File: config.mk
export PLATFORM = sky130hd
export DESIGN_NAME = write_queue_flat
export DESIGN_NICKNAME = d
export VERILOG_FILES = /design/src/rtl/axi3_wr_if.sv /design/src/rtl/write_queue.sv /design/src/flat_wrapper.sv
export SDC_FILE = /design/constraint.sdc
export NUM_CORES = 2
export LEC_CHECK = 0
export CORE_MARGIN = 1
export CORE_UTILIZATION = 35
export DETAILED_ROUTE_END_ITERATION = 8
export GPL_TIMING_DRIVEN = 0
export HOLD_SLACK_MARGIN = 0.1
export PLACE_DENSITY_LB_ADDON = 0.2
export REMOVE_ABC_BUFFERS = 1
export SLEW_MARGIN = 20
export SYNTH_ARGS = -nofsm -noshare
export SYNTH_HDL_FRONTEND = slang
export SYNTH_SLANG_ARGS = --single-unit
File: constraint.sdc
create_clock -name clk -period 11 [get_ports clk]
set_input_delay 2.2 -clock clk [delete_from_list [all_inputs] [get_ports clk]]
set_output_delay 2.2 -clock clk [all_outputs]
set_load 0.1 [all_outputs]
File: src/rtl/axi3_wr_if.sv
// axi3_wr_if: AXI3 write address, write data and write response channels
interface axi3_wr_if;
  logic        awvalid;
  logic        awready;
  logic [31:0] awaddr;
  logic [3:0]  awlen;
  logic [2:0]  awsize;
  logic [1:0]  awburst;
  logic [1:0]  awlock;
  logic [3:0]  awcache;
  logic [2:0]  awprot;
  logic [3:0]  awid;
  logic        wvalid;
  logic        wready;
  logic [31:0] wdata;
  logic [3:0]  wstrb;
  logic        wlast;
  logic [3:0]  wid;
  logic        bvalid;
  logic        bready;
  logic [1:0]  bresp;
  logic [3:0]  bid;
  modport master (
    output awvalid, awaddr, awlen, awsize, awburst, awlock, awcache, awprot, awid,
    input  awready,
    output wvalid, wdata, wstrb, wlast, wid,
    input  wready,
    input  bvalid, bresp, bid,
    output bready
  );
endinterface

File: src/rtl/write_queue.sv
// write_queue: coalescing queue of dirty cache lines drained as AXI3 INCR write bursts
module write_queue #(
  parameter int         LINE_WIDTH = 256,
  parameter int         DEPTH      = 4,
  parameter logic [3:0] AWID       = 4'd1,
  localparam int LINE_BYTE_OFFSET = $clog2(LINE_WIDTH/8),
  localparam int LABEL_WIDTH      = 32 - LINE_BYTE_OFFSET,
  localparam int BURST_LIMIT      = LINE_WIDTH/32 - 1
) (
  input  logic                              clk,
  input  logic                              rst,
  axi3_wr_if.master                         axi3_wr_if,
  input  logic [LABEL_WIDTH+LINE_WIDTH-1:0] pline,
  input  logic                              push,
  output logic                              pushed,
  output logic                              full,
  input  logic [LABEL_WIDTH-1:0]            query_label,
  output logic                              query_found,
  output logic [LINE_WIDTH-1:0]             query_rdata,
  input  logic                              write,
  input  logic [LINE_WIDTH-1:0]             query_wdata,
  input  logic [LINE_WIDTH/8-1:0]           query_wbe,
  output logic                              written,
  output logic                              empty
);
  localparam int PW = $clog2(DEPTH);
  localparam int BW = $clog2(LINE_WIDTH/32) + 1;
  localparam logic [1:0] WQ_IDLE = 2'd0;
  localparam logic [1:0] WQ_AW   = 2'd1;
  localparam logic [1:0] WQ_W    = 2'd2;
  localparam logic [1:0] WQ_B    = 2'd3;

  logic [1:0]             state_q, state_d;
  logic [PW-1:0]          head_q, head_d, tail_q, tail_d;
  logic [PW:0]            count_q, count_d;
  logic [BW-1:0]          beat_q, beat_d;
  logic [DEPTH-1:0]       valid_q, valid_d;
  logic [LABEL_WIDTH-1:0] label_q [DEPTH];
  logic [LABEL_WIDTH-1:0] label_d [DEPTH];
  logic [LINE_WIDTH-1:0]  data_q [DEPTH];
  logic [LINE_WIDTH-1:0]  data_d [DEPTH];
  logic [PW-1:0]          q_idx, m_idx;
  logic                   m_found, draining, push_new, pop;
  logic [LABEL_WIDTH-1:0] p_label;
  logic [LINE_WIDTH-1:0]  p_data;
  logic                   unused_ok;

  assign p_label   = pline[LABEL_WIDTH+LINE_WIDTH-1:LINE_WIDTH];
  assign p_data    = pline[LINE_WIDTH-1:0];
  assign unused_ok = ^{axi3_wr_if.bresp, axi3_wr_if.bid};

  assign axi3_wr_if.awvalid = state_q == WQ_AW;
  assign axi3_wr_if.awaddr  = {label_q[head_q], LINE_BYTE_OFFSET'(0)};
  assign axi3_wr_if.awlen   = 4'(BURST_LIMIT);
  assign axi3_wr_if.awsize  = 3'b010;
  assign axi3_wr_if.awburst = 2'b01;
  assign axi3_wr_if.awlock  = 2'b00;
  assign axi3_wr_if.awcache = 4'b0000;
  assign axi3_wr_if.awprot  = 3'b000;
  assign axi3_wr_if.awid    = AWID;
  assign axi3_wr_if.wvalid  = state_q == WQ_W;
  assign axi3_wr_if.wdata   = data_q[head_q][32*beat_q +: 32];
  assign axi3_wr_if.wstrb   = 4'b1111;
  assign axi3_wr_if.wid     = AWID;
  assign axi3_wr_if.wlast   = beat_q == BW'(BURST_LIMIT);
  assign axi3_wr_if.bready  = 1'b1;

  // Lookup, merge/enqueue/update of entries, pop on response and drain sequencing
  always_comb begin
    draining    = state_q != WQ_IDLE;
    query_found = 1'b0;
    q_idx       = head_q;
    m_found     = 1'b0;
    m_idx       = head_q;
    for (int i = DEPTH-1; i >= 0; i--) begin
      if (valid_q[i] && label_q[i] == query_label) begin
        query_found = 1'b1;
        q_idx       = PW'(i);
      end
      if (valid_q[i] && label_q[i] == p_label && !(draining && PW'(i) == head_q)) begin
        m_found = 1'b1;
        m_idx   = PW'(i);
      end
    end
    query_rdata = data_q[q_idx];
    full        = count_q == (PW+1)'(DEPTH);
    empty       = count_q == '0 && !draining;
    written     = rst & write & query_found & !(draining && q_idx == head_q);
    pushed      = rst & push & (m_found | ~full);
    push_new    = push & ~m_found & ~full;
    pop         = state_q == WQ_B && axi3_wr_if.bvalid;
    valid_d     = valid_q;
    label_d     = label_q;
    data_d      = data_q;
    head_d      = head_q;
    tail_d      = tail_q;
    for (int b = 0; b < LINE_WIDTH/8; b++)
      if (written && query_wbe[b]) data_d[q_idx][8*b +: 8] = query_wdata[8*b +: 8];
    if (push && m_found) data_d[m_idx] = p_data;
    if (pop) begin
      valid_d[head_q] = 1'b0;
      head_d          = head_q + 1'b1;
    end
    if (push_new) begin
      valid_d[tail_q] = 1'b1;
      label_d[tail_q] = p_label;
      data_d[tail_q]  = p_data;
      tail_d          = tail_q + 1'b1;
    end
    count_d = count_q + {{PW{1'b0}}, push_new} - {{PW{1'b0}}, pop};
    state_d = (state_q == WQ_IDLE && count_q != '0)                          ? WQ_AW   :
              (state_q == WQ_AW && axi3_wr_if.awready)                       ? WQ_W    :
              (state_q == WQ_W && axi3_wr_if.wready && axi3_wr_if.wlast)     ? WQ_B    :
              (state_q == WQ_B && axi3_wr_if.bvalid)                         ? WQ_IDLE : state_q;
    beat_d  = state_q == WQ_AW                          ? '0            :
              (state_q == WQ_W && axi3_wr_if.wready)    ? beat_q + 1'b1 : beat_q;
  end

  // Control state and valid bits, cleared asynchronously while rst is low
  always_ff @(posedge clk or negedge rst) begin
    if (!rst) begin
      state_q <= WQ_IDLE;
      head_q  <= '0;
      tail_q  <= '0;
      count_q <= '0;
      beat_q  <= '0;
      valid_q <= '0;
    end else begin
      state_q <= state_d;
      head_q  <= head_d;
      tail_q  <= tail_d;
      count_q <= count_d;
      beat_q  <= beat_d;
      valid_q <= valid_d;
    end
  end

  // Entry labels and data carry no reset; the valid bits qualify them
  always_ff @(posedge clk) begin
    label_q <= label_d;
    data_q  <= data_d;
  end
endmodule

File: src/flat_wrapper.sv
// flat-port wrapper written by rule: the top's interface ports become plain ports
module write_queue_flat 
#(
  parameter int         LINE_WIDTH = 256,
  parameter int         DEPTH      = 4,
  parameter logic [3:0] AWID       = 4'd1,
  localparam int LINE_BYTE_OFFSET = $clog2(LINE_WIDTH/8),
  localparam int LABEL_WIDTH      = 32 - LINE_BYTE_OFFSET,
  localparam int BURST_LIMIT      = LINE_WIDTH/32 - 1
)
  (clk, rst, pline, push, pushed, full, query_label, query_found, query_rdata, write, query_wdata, query_wbe, written, empty, axi3_wr_if_awvalid, axi3_wr_if_awaddr, axi3_wr_if_awlen, axi3_wr_if_awsize, axi3_wr_if_awburst, axi3_wr_if_awlock, axi3_wr_if_awcache, axi3_wr_if_awprot, axi3_wr_if_awid, axi3_wr_if_awready, axi3_wr_if_wvalid, axi3_wr_if_wdata, axi3_wr_if_wstrb, axi3_wr_if_wlast, axi3_wr_if_wid, axi3_wr_if_wready, axi3_wr_if_bvalid, axi3_wr_if_bresp, axi3_wr_if_bid, axi3_wr_if_bready);
  axi3_wr_if axi3_wr_if_i ();
  input  logic clk;
  input  logic rst;
  input  logic [LABEL_WIDTH+LINE_WIDTH-1:0] pline;
  input  logic push;
  output logic pushed;
  output logic full;
  input  logic [LABEL_WIDTH-1:0] query_label;
  output logic query_found;
  output logic [LINE_WIDTH-1:0] query_rdata;
  input  logic write;
  input  logic [LINE_WIDTH-1:0] query_wdata;
  input  logic [LINE_WIDTH/8-1:0] query_wbe;
  output logic written;
  output logic empty;
  output wire logic [$bits(axi3_wr_if_i.awvalid)-1:0] axi3_wr_if_awvalid;
  output wire logic [$bits(axi3_wr_if_i.awaddr)-1:0] axi3_wr_if_awaddr;
  output wire logic [$bits(axi3_wr_if_i.awlen)-1:0] axi3_wr_if_awlen;
  output wire logic [$bits(axi3_wr_if_i.awsize)-1:0] axi3_wr_if_awsize;
  output wire logic [$bits(axi3_wr_if_i.awburst)-1:0] axi3_wr_if_awburst;
  output wire logic [$bits(axi3_wr_if_i.awlock)-1:0] axi3_wr_if_awlock;
  output wire logic [$bits(axi3_wr_if_i.awcache)-1:0] axi3_wr_if_awcache;
  output wire logic [$bits(axi3_wr_if_i.awprot)-1:0] axi3_wr_if_awprot;
  output wire logic [$bits(axi3_wr_if_i.awid)-1:0] axi3_wr_if_awid;
  input wire logic [$bits(axi3_wr_if_i.awready)-1:0] axi3_wr_if_awready;
  output wire logic [$bits(axi3_wr_if_i.wvalid)-1:0] axi3_wr_if_wvalid;
  output wire logic [$bits(axi3_wr_if_i.wdata)-1:0] axi3_wr_if_wdata;
  output wire logic [$bits(axi3_wr_if_i.wstrb)-1:0] axi3_wr_if_wstrb;
  output wire logic [$bits(axi3_wr_if_i.wlast)-1:0] axi3_wr_if_wlast;
  output wire logic [$bits(axi3_wr_if_i.wid)-1:0] axi3_wr_if_wid;
  input wire logic [$bits(axi3_wr_if_i.wready)-1:0] axi3_wr_if_wready;
  input wire logic [$bits(axi3_wr_if_i.bvalid)-1:0] axi3_wr_if_bvalid;
  input wire logic [$bits(axi3_wr_if_i.bresp)-1:0] axi3_wr_if_bresp;
  input wire logic [$bits(axi3_wr_if_i.bid)-1:0] axi3_wr_if_bid;
  output wire logic [$bits(axi3_wr_if_i.bready)-1:0] axi3_wr_if_bready;
  assign axi3_wr_if_awvalid = axi3_wr_if_i.awvalid;
  assign axi3_wr_if_awaddr = axi3_wr_if_i.awaddr;
  assign axi3_wr_if_awlen = axi3_wr_if_i.awlen;
  assign axi3_wr_if_awsize = axi3_wr_if_i.awsize;
  assign axi3_wr_if_awburst = axi3_wr_if_i.awburst;
  assign axi3_wr_if_awlock = axi3_wr_if_i.awlock;
  assign axi3_wr_if_awcache = axi3_wr_if_i.awcache;
  assign axi3_wr_if_awprot = axi3_wr_if_i.awprot;
  assign axi3_wr_if_awid = axi3_wr_if_i.awid;
  assign axi3_wr_if_i.awready = axi3_wr_if_awready;
  assign axi3_wr_if_wvalid = axi3_wr_if_i.wvalid;
  assign axi3_wr_if_wdata = axi3_wr_if_i.wdata;
  assign axi3_wr_if_wstrb = axi3_wr_if_i.wstrb;
  assign axi3_wr_if_wlast = axi3_wr_if_i.wlast;
  assign axi3_wr_if_wid = axi3_wr_if_i.wid;
  assign axi3_wr_if_i.wready = axi3_wr_if_wready;
  assign axi3_wr_if_i.bvalid = axi3_wr_if_bvalid;
  assign axi3_wr_if_i.bresp = axi3_wr_if_bresp;
  assign axi3_wr_if_i.bid = axi3_wr_if_bid;
  assign axi3_wr_if_bready = axi3_wr_if_i.bready;
  write_queue #(.LINE_WIDTH(LINE_WIDTH), .DEPTH(DEPTH), .AWID(AWID)) u_core (.clk(clk), .rst(rst), .axi3_wr_if(axi3_wr_if_i), .pline(pline), .push(push), .pushed(pushed), .full(full), .query_label(query_label), .query_found(query_found), .query_rdata(query_rdata), .write(write), .query_wdata(query_wdata), .query_wbe(query_wbe), .written(written), .empty(empty));
endmodule
==> flow_summary.yaml <==
run_status:
  status: "completed"
timing:
  clock_skew_ns: 0.03080
  tightest_slew_ns: 1.199
  max_freq_mhz: 96.34
  maxSlewHeadroom: 0.1983
  timing.hold.ws_ns: 0.5551
  period_needed_ns: 10.38
  fin_setup_tns_ns: 0
  rsz0062_at_grt: "false"
  hold_viol_final: 0
  setup_viol: 0
  fin_crit_sh: 0.9437
  final_max_slew_viol_count: 0
critical_path:
  r2r_end: "u_core.data_q[320]"
  start_kind: "input port"
  r2r-start: "u_core.label_q[92]"
  criticalPathCategory: "input port to output pin"
  crit_slowest_cell: "clkdlybuf4s50_1"
  worstPathArrival_ns: 8.18
  cp-endpoint: "query_rdata[94]"
  rr_worst_depth: 24
  worstPathRequired_ns: 8.80
  max_stage_delay_ns: 1.20
  crit_chain: "clkdlybuf4s50_1, xnor2_1, nand4_1, or4_4, a2bb2o_2, nor2_1, nor2_4, buf_8, buf_12, buf_16, buf_12, buf_12, buf_12, buf_16, buf_12, buf_16, mux2i_1, mux2i_1, clkdlybuf4s50_1"
  path_max_fanout: 18
  cp-end-kind: "output pin"
  startpoint: "query_label[7]"
  timing.critical_path.mode_cell: "buf_12"
  reg2reg_setup_slack_ns: 5.02
run:
  maxCapViolCount: 0
synthesis:
  syn-cell-area_sq_um: 66940
  async_reset_ff_frac: 0.01480
  yosys.area.top_type: "dfxtp_1"
  ys_top_cells_by_count: "mux2i_1 (1,826), dfxtp_1 (1,024), nand2_1 (601), nor2_1 (555), o21ai_0 (524)"
  ys_warn_count: 0
  yosysMostFrequentCell: "mux2i_1"
  ys_seq_area_frac: 0.3611
  synth-edff-count: 108
  synthAdderAreaFrac: 0.002355
  syn_avg_cell_area_sq_um: 10.35
  syn-instance-count: 6468
  ys_seq_elements: 1149
  synth_top_area_share: 0.3063
  synthMuxAreaShare: 0.3898
  synthDistinctLibCells: 57
  synth_compound_area_frac: 0.1055
  ys_top_cells_by_area: "dfxtp_1 (31%), mux2i_1 (27%), mux4_2 (12%), edfxtp_1 (4.8%), o21ai_0 (3.9%)"
  synthXorXnorAreaFrac: 0.02890
  synth_flop_cell: "dfxtp_1"
  synth_simple_gate_area_share: 0.07490
  synth_top_family_by_area: "multiplexers"
grt:
  grt_pass1_wl_microns: 369600
  grt-busiest-layer: "met2"
  grt_use_met3: 0.04983
  grt_max_degree: 69
  grt_pass1_vias: 53360
  use_met2: 0.4229
  met1_usage: 0.3142
  antenna_found_initial: 100
  grtUsageTotal: 0.2570
  grt_overflow: 0
cts:
  cts_tree: "done"
  post_cts_resized: 0
  ctsHoldBuffers: 0
  cts-buffers-inserted: 142
  cts.sinks: 1149
  insertion_delay_ns: 0.81
  cts_setup_buffers: 0
  cts_buffer_depth: 3
  htreeDepth: 4
  cts_root_buffer: "clkbuf_16"
  clk_pin_slew_ns: 0.05
hold_path:
  hold_class: "register to register"
die:
  coreArea_sq_um: 190000
  die_h_microns: 439.3
  start_util: 0.3523
  ioPinCount: 970
  die_area_sq_um: 193000
  rows: 160
  die_width_microns: 439.3
placed_design:
  place_inst: 9644
  portBuffers: 927
  detailedPlacementHpwl_microns: 193100
  gp_congestion: 0.8831
layout:
  layout.nets: 7900
  utilization: 0.4540
  area_growth_pct: 28.85
  drive_above_1_share: 0.1179
  layoutNonFillerInstCount: 9953
drt:
  vias_per_cell: 5.468
  drtIter0Drc: 3700
  drt-pass1-iter-count: 6
  wl_per_cell_microns: 25.79
  ant_nets: 0
  drc: 0
  vias: 54420
  routed_wl_microns: 256700
## worst min-delay path by stage
stage | startpoint | endpoint | cells after the start | slack [ns]
4_1_cts | u_core.valid_q[2] | u_core.valid_q[2] | 1 | 0.55
3_3_place_gp | u_core.valid_q[2] | u_core.valid_q[2] | 1 | 0.54
5_1_grt | u_core.valid_q[2] | u_core.valid_q[2] | 1 | 0.57
6_report | u_core.data_q[751] | u_core.data_q[751] | 2 | 0.56
2_1_floorplan | u_core.valid_q[3] | u_core.valid_q[3] | 1 | 0.47
3_5_place_dp | u_core.valid_q[2] | u_core.valid_q[2] | 1 | 0.54
## critical path, delay by kind of cell
family	cells	cell delay, ns
buffers and inverters	11	3.64
AOI/OAI and AO/OA	1	0.33
xor gates and xnor gates	1	0.31
and+or+nand+nor	4	1.25
muxes	2	0.33
## layout make-up
cell class                      count  area (sq um)
Fill cell                       17810        103700
Multi-Input combinational cell   4826         40500
Sequential cell                  1149         24190
Timing Repair Buffer             1144         13510
Clock buffer                      224          4370
Tap cell                         2511          3142
Clock inverter                     23         327.8
Antenna cell                       62         155.1
Inverter                           14         52.55
## metal layers
metal,share of wire,wire length [microns]
met3,0.059,15090
met2,0.48,124300
met4,0.051,13160
met5,0.0017,429
met1,0.40,103700
## layout by cell type, fill, tap and decap left out, drive strengths merged, types with 4 or more instances in the layout
master and n:
dfxtp 1024, clkdlybuf4s50 922, xnor2 191, nor3 4, and2 5, diode 62
o2111ai 64, a21oi 514, buf 222, clkinv 13, o21ai 524, nor4 18
inv 17, bufinv 7, nand2 601, mux4 347, clkbuf 224, nand4 52
ha 11, nand3 8, edfxtp 108, xor2 29, a21o 7, conb 36
nor2 557, mux2i 1826, dfrtp 17
## metrics by stage
step | setup slack [ns] | area, sq um
floorplan | -31.42 | 64620
global placement | -94.20 | 77040
detailed placement | 0.6191 | 81390
CTS | 0.6092 | 86090
global route | 0.4334 | 86240
finish | 0.6196 | 86250
## state kept, by name, summed over array words and instances, names as in the netlist
register,count
u_core.label_q,108
u_core.count_q,3
u_core.tail_q,2
u_core.state_q,2
u_core.head_q,2
u_core.valid_q,4
u_core.data_q,1024
u_core.beat_q,4
## cells by family (layout without fill, tap and decap cells)
family,count (synthesis),after routing
xor gates and xnor gates,220,220
AOI/OAI and AO/OA,1125,1125
adders and majority gates,12,12
muxes,2173,2173
and+or+nand+nor,1260,1260
DFF,1149,1149
other,2,98
buffers and inverters,527,1405
Power is left out: the tool's default activity adds up to more than one toggle a clock period on the data nets, which glitch-free logic cannot reach.
